### config.mk
export PLATFORM = sky130hd
export DESIGN_NAME = c17_fault_campaign_seq_flat
export DESIGN_NICKNAME = d
export VERILOG_FILES = /design/src/rtl/c17_fault_campaign_seq_if.sv /design/src/rtl/c17_fault_campaign_seq.sv /design/src/flat_wrapper.sv
export SDC_FILE = /design/constraint.sdc
export NUM_CORES = 1
export LEC_CHECK = 0
export CORE_ASPECT_RATIO = 0.8
export CORE_MARGIN = 4
export CORE_UTILIZATION = 50
export DETAILED_ROUTE_END_ITERATION = 16
export HOLD_SLACK_MARGIN = 0.12
export PLACE_DENSITY = 0.82
export SLEW_MARGIN = 10
export SYNTH_ARGS = -nofsm -noshare
export SYNTH_HDL_FRONTEND = slang
export SYNTH_SLANG_ARGS = --single-unit
export TNS_END_PERCENT = 30
### constraint.sdc
create_clock -name clk -period 2.8 [get_ports clk]
set_clock_uncertainty 0.15 [all_clocks]
set_input_delay 0.56 -clock clk [delete_from_list [all_inputs] [get_ports clk]]
set_output_delay 0.56 -clock clk [all_outputs]
set_load 0.01 [all_outputs]
### src/rtl/c17_fault_campaign_seq_if.sv
// Bundle of the sequencer's drive, observe and result-stream signals.
// The master side is the sequencer; the slave side is the netlist/logger environment.
interface c17_fault_campaign_seq_if;
  logic       start;
  logic [5:0] opcode;
  logic [4:0] pat;
  logic       dut_n22;
  logic       dut_n23;
  logic       gold_n22;
  logic       gold_n23;
  logic       res_valid;
  logic       res_ready;
  logic [5:0] res_op;
  logic [5:0] res_hits;
  logic [4:0] res_first;
  logic       busy;
  logic       done;
  logic [5:0] det_count;

  modport master (
    input  start, dut_n22, dut_n23, gold_n22, gold_n23, res_ready,
    output opcode, pat, res_valid, res_op, res_hits, res_first, busy, done, det_count
  );

  modport slave (
    output start, dut_n22, dut_n23, gold_n22, gold_n23, res_ready,
    input  opcode, pat, res_valid, res_op, res_hits, res_first, busy, done, det_count
  );
endinterface

### src/rtl/c17_fault_campaign_seq.sv
// Fault-campaign sequencer for the c17 stuck-at injection netlist.
// Sweeps opcodes OP_FIRST..OP_LAST, applies all 32 patterns to faulty and golden
// instances, and streams one detection record per opcode over a valid/ready port.
// Optional build macro: C17_FSIM_EARLY_EXIT_EN (stop an opcode at its first miss).
module c17_fault_campaign_seq #(
  parameter logic [5:0]  OP_FIRST = 6'd2,
  parameter logic [5:0]  OP_LAST  = 6'd47,
  parameter int unsigned SETTLE   = 1
) (
  input logic                      clk,
  input logic                      rst_n,
  c17_fault_campaign_seq_if.master bus
);

`ifdef C17_FSIM_EARLY_EXIT_EN
  localparam logic EARLY_EXIT = 1'b1;
`else
  localparam logic EARLY_EXIT = 1'b0;
`endif

  localparam logic [2:0] S_IDLE  = 3'd0;
  localparam logic [2:0] S_DRIVE = 3'd1;
  localparam logic [2:0] S_WAIT  = 3'd2;
  localparam logic [2:0] S_CMP   = 3'd3;
  localparam logic [2:0] S_EMIT  = 3'd4;
  localparam logic [2:0] S_DONE  = 3'd5;

  localparam logic [2:0] SETTLE_CNT = 3'(SETTLE);

  logic [2:0] state_q, state_d;
  logic [2:0] cnt_q, cnt_d;
  logic [5:0] opcode_q, opcode_d;
  logic [4:0] pat_q, pat_d;
  logic [5:0] hits_q, hits_d;
  logic [4:0] first_q, first_d;
  logic       res_valid_q, res_valid_d;
  logic [5:0] res_op_q, res_op_d;
  logic [5:0] res_hits_q, res_hits_d;
  logic [4:0] res_first_q, res_first_d;
  logic       busy_q, busy_d;
  logic       done_q, done_d;
  logic [5:0] det_count_q, det_count_d;

  logic       miss;
  logic [5:0] hits_new;
  logic [4:0] first_new;

  // Per-pattern detection: any output difference between faulty and golden copies.
  // hits cannot exceed 32, so the 6-bit counter never wraps.
  always_comb begin
    miss      = (bus.dut_n22 != bus.gold_n22) | (bus.dut_n23 != bus.gold_n23);
    hits_new  = hits_q + {5'd0, miss};
    first_new = (miss && (hits_q == 6'd0)) ? pat_q : first_q;
  end

  // Campaign FSM next-state and datapath updates.
  always_comb begin
    state_d     = state_q;
    cnt_d       = cnt_q;
    opcode_d    = opcode_q;
    pat_d       = pat_q;
    hits_d      = hits_q;
    first_d     = first_q;
    res_valid_d = res_valid_q;
    res_op_d    = res_op_q;
    res_hits_d  = res_hits_q;
    res_first_d = res_first_q;
    busy_d      = busy_q;
    done_d      = 1'b0;
    det_count_d = det_count_q;
    case (state_q)
      S_IDLE: begin
        if (bus.start) begin
          state_d     = S_DRIVE;
          opcode_d    = OP_FIRST;
          pat_d       = 5'd0;
          hits_d      = 6'd0;
          first_d     = 5'd0;
          det_count_d = 6'd0;
          busy_d      = 1'b1;
        end
      end
      S_DRIVE: begin
        cnt_d   = SETTLE_CNT;
        state_d = S_WAIT;
      end
      S_WAIT: begin
        cnt_d = cnt_q - 3'd1;
        if (cnt_q <= 3'd1) state_d = S_CMP;
      end
      S_CMP: begin
        hits_d  = hits_new;
        first_d = first_new;
        if ((pat_q == 5'd31) || (EARLY_EXIT && miss)) begin
          // Record is loaded on entry to EMIT so fields are stable for the whole valid window.
          state_d     = S_EMIT;
          res_valid_d = 1'b1;
          res_op_d    = opcode_q;
          res_hits_d  = hits_new;
          res_first_d = first_new;
          if (hits_new != 6'd0) det_count_d = det_count_q + 6'd1;
        end else begin
          pat_d   = pat_q + 5'd1;
          state_d = S_DRIVE;
        end
      end
      S_EMIT: begin
        if (bus.res_ready) begin
          res_valid_d = 1'b0;
          hits_d      = 6'd0;
          first_d     = 5'd0;
          pat_d       = 5'd0;
          if (opcode_q == OP_LAST) begin
            state_d  = S_DONE;
            opcode_d = 6'd0;
            busy_d   = 1'b0;
            done_d   = 1'b1;
          end else begin
            opcode_d = opcode_q + 6'd1;
            state_d  = S_DRIVE;
          end
        end
      end
      S_DONE: begin
        state_d = S_IDLE;
      end
      default: begin
        state_d = S_IDLE;
      end
    endcase
  end

  // State registers; reset aborts any campaign and discards the record in flight.
  always_ff @(posedge clk) begin
    if (!rst_n) begin
      state_q     <= S_IDLE;
      cnt_q       <= 3'd0;
      opcode_q    <= 6'd0;
      pat_q       <= 5'd0;
      hits_q      <= 6'd0;
      first_q     <= 5'd0;
      res_valid_q <= 1'b0;
      res_op_q    <= 6'd0;
      res_hits_q  <= 6'd0;
      res_first_q <= 5'd0;
      busy_q      <= 1'b0;
      done_q      <= 1'b0;
      det_count_q <= 6'd0;
    end else begin
      state_q     <= state_d;
      cnt_q       <= cnt_d;
      opcode_q    <= opcode_d;
      pat_q       <= pat_d;
      hits_q      <= hits_d;
      first_q     <= first_d;
      res_valid_q <= res_valid_d;
      res_op_q    <= res_op_d;
      res_hits_q  <= res_hits_d;
      res_first_q <= res_first_d;
      busy_q      <= busy_d;
      done_q      <= done_d;
      det_count_q <= det_count_d;
    end
  end

  assign bus.opcode    = opcode_q;
  assign bus.pat       = pat_q;
  assign bus.res_valid = res_valid_q;
  assign bus.res_op    = res_op_q;
  assign bus.res_hits  = res_hits_q;
  assign bus.res_first = res_first_q;
  assign bus.busy      = busy_q;
  assign bus.done      = done_q;
  assign bus.det_count = det_count_q;

endmodule

### src/flat_wrapper.sv
// flat-port wrapper written by rule: the top's interface ports become plain ports
module c17_fault_campaign_seq_flat 
#(
  parameter logic [5:0]  OP_FIRST = 6'd2,
  parameter logic [5:0]  OP_LAST  = 6'd47,
  parameter int unsigned SETTLE   = 1
)
  (clk, rst_n, bus_start, bus_dut_n22, bus_dut_n23, bus_gold_n22, bus_gold_n23, bus_res_ready, bus_opcode, bus_pat, bus_res_valid, bus_res_op, bus_res_hits, bus_res_first, bus_busy, bus_done, bus_det_count);
  c17_fault_campaign_seq_if bus_i ();
  input logic clk;
  input logic rst_n;
  input wire logic [$bits(bus_i.start)-1:0] bus_start;
  input wire logic [$bits(bus_i.dut_n22)-1:0] bus_dut_n22;
  input wire logic [$bits(bus_i.dut_n23)-1:0] bus_dut_n23;
  input wire logic [$bits(bus_i.gold_n22)-1:0] bus_gold_n22;
  input wire logic [$bits(bus_i.gold_n23)-1:0] bus_gold_n23;
  input wire logic [$bits(bus_i.res_ready)-1:0] bus_res_ready;
  output wire logic [$bits(bus_i.opcode)-1:0] bus_opcode;
  output wire logic [$bits(bus_i.pat)-1:0] bus_pat;
  output wire logic [$bits(bus_i.res_valid)-1:0] bus_res_valid;
  output wire logic [$bits(bus_i.res_op)-1:0] bus_res_op;
  output wire logic [$bits(bus_i.res_hits)-1:0] bus_res_hits;
  output wire logic [$bits(bus_i.res_first)-1:0] bus_res_first;
  output wire logic [$bits(bus_i.busy)-1:0] bus_busy;
  output wire logic [$bits(bus_i.done)-1:0] bus_done;
  output wire logic [$bits(bus_i.det_count)-1:0] bus_det_count;
  assign bus_i.start = bus_start;
  assign bus_i.dut_n22 = bus_dut_n22;
  assign bus_i.dut_n23 = bus_dut_n23;
  assign bus_i.gold_n22 = bus_gold_n22;
  assign bus_i.gold_n23 = bus_gold_n23;
  assign bus_i.res_ready = bus_res_ready;
  assign bus_opcode = bus_i.opcode;
  assign bus_pat = bus_i.pat;
  assign bus_res_valid = bus_i.res_valid;
  assign bus_res_op = bus_i.res_op;
  assign bus_res_hits = bus_i.res_hits;
  assign bus_res_first = bus_i.res_first;
  assign bus_busy = bus_i.busy;
  assign bus_done = bus_i.done;
  assign bus_det_count = bus_i.det_count;
  c17_fault_campaign_seq #(.OP_FIRST(OP_FIRST), .OP_LAST(OP_LAST), .SETTLE(SETTLE)) u_core (.clk(clk), .rst_n(rst_n), .bus(bus_i));
endmodule
==> results.sh <==
export IMPL_status="finished, final reports clean"
export IMPL_async_flop_share=0
export IMPL_cts_tree="done"
export IMPL_synth_edff_count=0
export IMPL_numCtsBuffers=5
export IMPL_fin_crit_ns=2.59
export IMPL_core_area_mm2=0.00473
export IMPL_netlist_top_cells_area="dfxtp_1 (43%), nor2_1 (6.4%), nand2_1 (5.7%)"
export IMPL_wl_per_cell_um=13.9
export IMPL_critPathBufInv=2
export IMPL_setup_tns_final_ns=0
export IMPL_syn_area_mm2=0.00251
export IMPL_clock_root_buffer="clkbuf_8"
export IMPL_fin_util=0.681
export IMPL_hold_path_class="flip-flop to flip-flop"
export IMPL_port_buffers=44
export IMPL_drt_total_wl_um=5760
export IMPL_fin_area_mm2=0.00322
export IMPL_antenna_found_initial=0
export IMPL_peakVddDrop_mv=0.313
export IMPL_dr_first_iter_drc_count=109
export IMPL_clock_sinks=54
export IMPL_ys_warn_count=0
export IMPL_chipWidth_um=87.3
export IMPL_vias=2264
export IMPL_grt_max_degree=27
export IMPL_postSynthCellCount=298
export IMPL_required_ns=2.88
export IMPL_synth_nets=314
export IMPL_num_antenna_cells=0
export IMPL_crit_family="buffers and inverters"
export IMPL_synth_distinct_cells=41
export IMPL_layout_drive_gt1_share=0.110
export IMPL_synth_top_area_frac=0.430
export IMPL_max_cap_viol_count=0
export IMPL_synth_most_common_cell="dfxtp_1"
export IMPL_p_leak_nw=1.20
export IMPL_ys_flop_type="dfxtp_1"
export IMPL_critPathKind="input port to flip-flop"
export IMPL_p_per_area_mw_per_mm2=559
export IMPL_drcViolationCount=0
export IMPL_slew_violations=0
export IMPL_final_setup_worst_slack_ns=0.206
export IMPL_grtUsageTotal=0.188
export IMPL_place_congestion=0.919
export IMPL_placement_cell_area_mm2=0.00312
export IMPL_grt_pass1_vias=2089
export IMPL_slew_limit_headroom=0.584
export IMPL_postSynthAreaPerCell_um2=8.44
export IMPL_first_pass_iters=4
export IMPL_num_io_pins=45
export IMPL_fp_dieH_um=71.4
export IMPL_cp_end_kind="flip-flop"
export IMPL_clk_pin_slew_ns=0.10
export IMPL_tightest_slew_ns=0.619
export IMPL_cts_buffer_depth=2
export IMPL_worst_setup_path_start_kind="input port"
export IMPL_grt_pass1_wl_um=9640
export IMPL_post_place_ws_ns=-0.156
export IMPL_final_antenna_net_count=0
export IMPL_crit_chain="clkdlybuf4s50_1 > xnor2_2 > nand2_1 > ha_1 > ha_1 > nand3_1 > xor2_1 > buf_4 > and4_1 > a21oi_1 > o22ai_1"
export IMPL_ys_ff_latch=54
export IMPL_post_cts_buffers=0
export IMPL_fin_crit_sh=0.926
export IMPL_yosys_area_top_type="dfxtp_1"
export IMPL_crit_slowest_cell="clkdlybuf4s50_1"
export IMPL_die_area_mm2=0.00624
export IMPL_crit_fanout=3
export IMPL_htreeDepth=2
export IMPL_clk_latency_ns=0.30
export IMPL_syn2layout_area_growth_pct=28.2
export IMPL_critPathArrivalTime_ns=2.67
export IMPL_fin_nets=369
export IMPL_fmax_mhz=386
export IMPL_grt_overflow_total=0
export IMPL_finalSetupViolations=0
export IMPL_crit_top_cell="ha_1"
export IMPL_power_mw=1.80
export IMPL_hold_violations=0
export IMPL_ys_top_cells_by_count="dfxtp_1 (54), nor2_1 (43), nand2_1 (38)"
export IMPL_viasPerCell=5.47
export IMPL_yosysSeqAreaShare=0.430
export IMPL_initial_utilization=0.531
export IMPL_dp_hpwl_um=4160
export IMPL_slowest_delay_ns=0.45
export IMPL_num_rows=22
## cell families after synthesis
family                   after synthesis  share of synthesized area
buffers and inverters                 20                     0.0298
flip-flops                            54                      0.430
multiplexers                           9                     0.0373
adder cells (fa/ha/maj)                8                     0.0398
AO/OA/AOI/OAI                         69                      0.186
XOR/XNOR                              14                     0.0488
AND/OR/NAND/NOR                      124                      0.229
## metal layers
metal	GRT usage	wire, um	part of all wire
met5	0	0	0
met4	0.0426	38	0.0066
met2	0.301	2620	0.46
met1	0.260	2750	0.48
met3	0.0414	353	0.061
## worst min-delay path: cells and delay by family, from the launching register on
family / cells / cell delay [ns]
AOI/OAI and AO/OA: 1 / 0.05
and+or+nand+nor: 1 / 0.05
DFF: 1 / 0.32
## sequential cells by signal, summed over array words and instances, names as in the netlist, 5 cells and up
register and flops:
u_core.bus.det_count 6, u_core.bus.opcode 6, u_core.bus.res_hits 6, u_core.bus.res_op 6, u_core.bus.res_first 5, u_core.bus.pat 5
u_core.hits_q 6, u_core.first_q 5
## timing repair
| action | 4_1_cts | 5_1_grt |
|---|---|---|
| hold buffers | 0 | 0 |
| endpoints found under the setup margin | 0 | 6 |
| endpoints found under the hold margin | 0 | 0 |
| gates resized for setup | 0 | 4 |
## cell type report
class	instances	area (um2)
repair buffers	63	583
clock buffers	6	72.6
multi-input cells	224	1380
inverters	5	18.8
fillers	387	1510
flip-flops and latches	54	1080
well taps	60	75.1
clock inverters	2	13.8
## path summary, 6_finish.rpt
check | from | cells after the start | slack [ns] | end
max | bus_gold_n23 | 11 | 0.21 | u_core.bus.det_count[4]
min | u_core.bus.res_hits[0] | 2 | 0.31 | u_core.bus.res_hits[0]
max reg2reg | u_core.bus.pat[0] | 8 | 0.61 | u_core.bus.det_count[2]
min reg2reg | u_core.bus.res_hits[0] | 2 | 0.31 | u_core.bus.res_hits[0]
## cell usage in the layout (no fill, tap or decap), drive strengths merged, types with 2 or more instances in the layout
cell type      instances
a211oi                 9
a21oi                 24
a22oi                  7
a31oi                  3
and2                   4
and3                   4
buf                   19
clkbuf                 6
clkdlybuf4s50         44
clkinv                 3
dfxtp                 54
ha                     8
inv                    4
mux2i                  9
nand2                 38
nand3                 11
nand3b                 5
nand4                  5
nor2                  43
nor3                   5
o211a                  2
o21ai                 14
o22ai                  4
or3                    3
xnor2                  6
xor2                   8
## power by group
part / internal, mW / switching (mW) / leakage, nW
Sequential: 0.813 / 0.0780 / 0.436
Combinational: 0.227 / 0.261 / 0.720
Clock: 0.177 / 0.246 / 0.0452
Total: 1.22 / 0.585 / 1.20
## per-stage QoR
stage	hold WS, ns	instances
final	0.309	414
after global routing	0.340	414
after CTS	0.310	414
after detailed placement	0.297	406
after global placement	0.297	406
after floorplan	0.316	298
(Power assumes the default switching activity.)
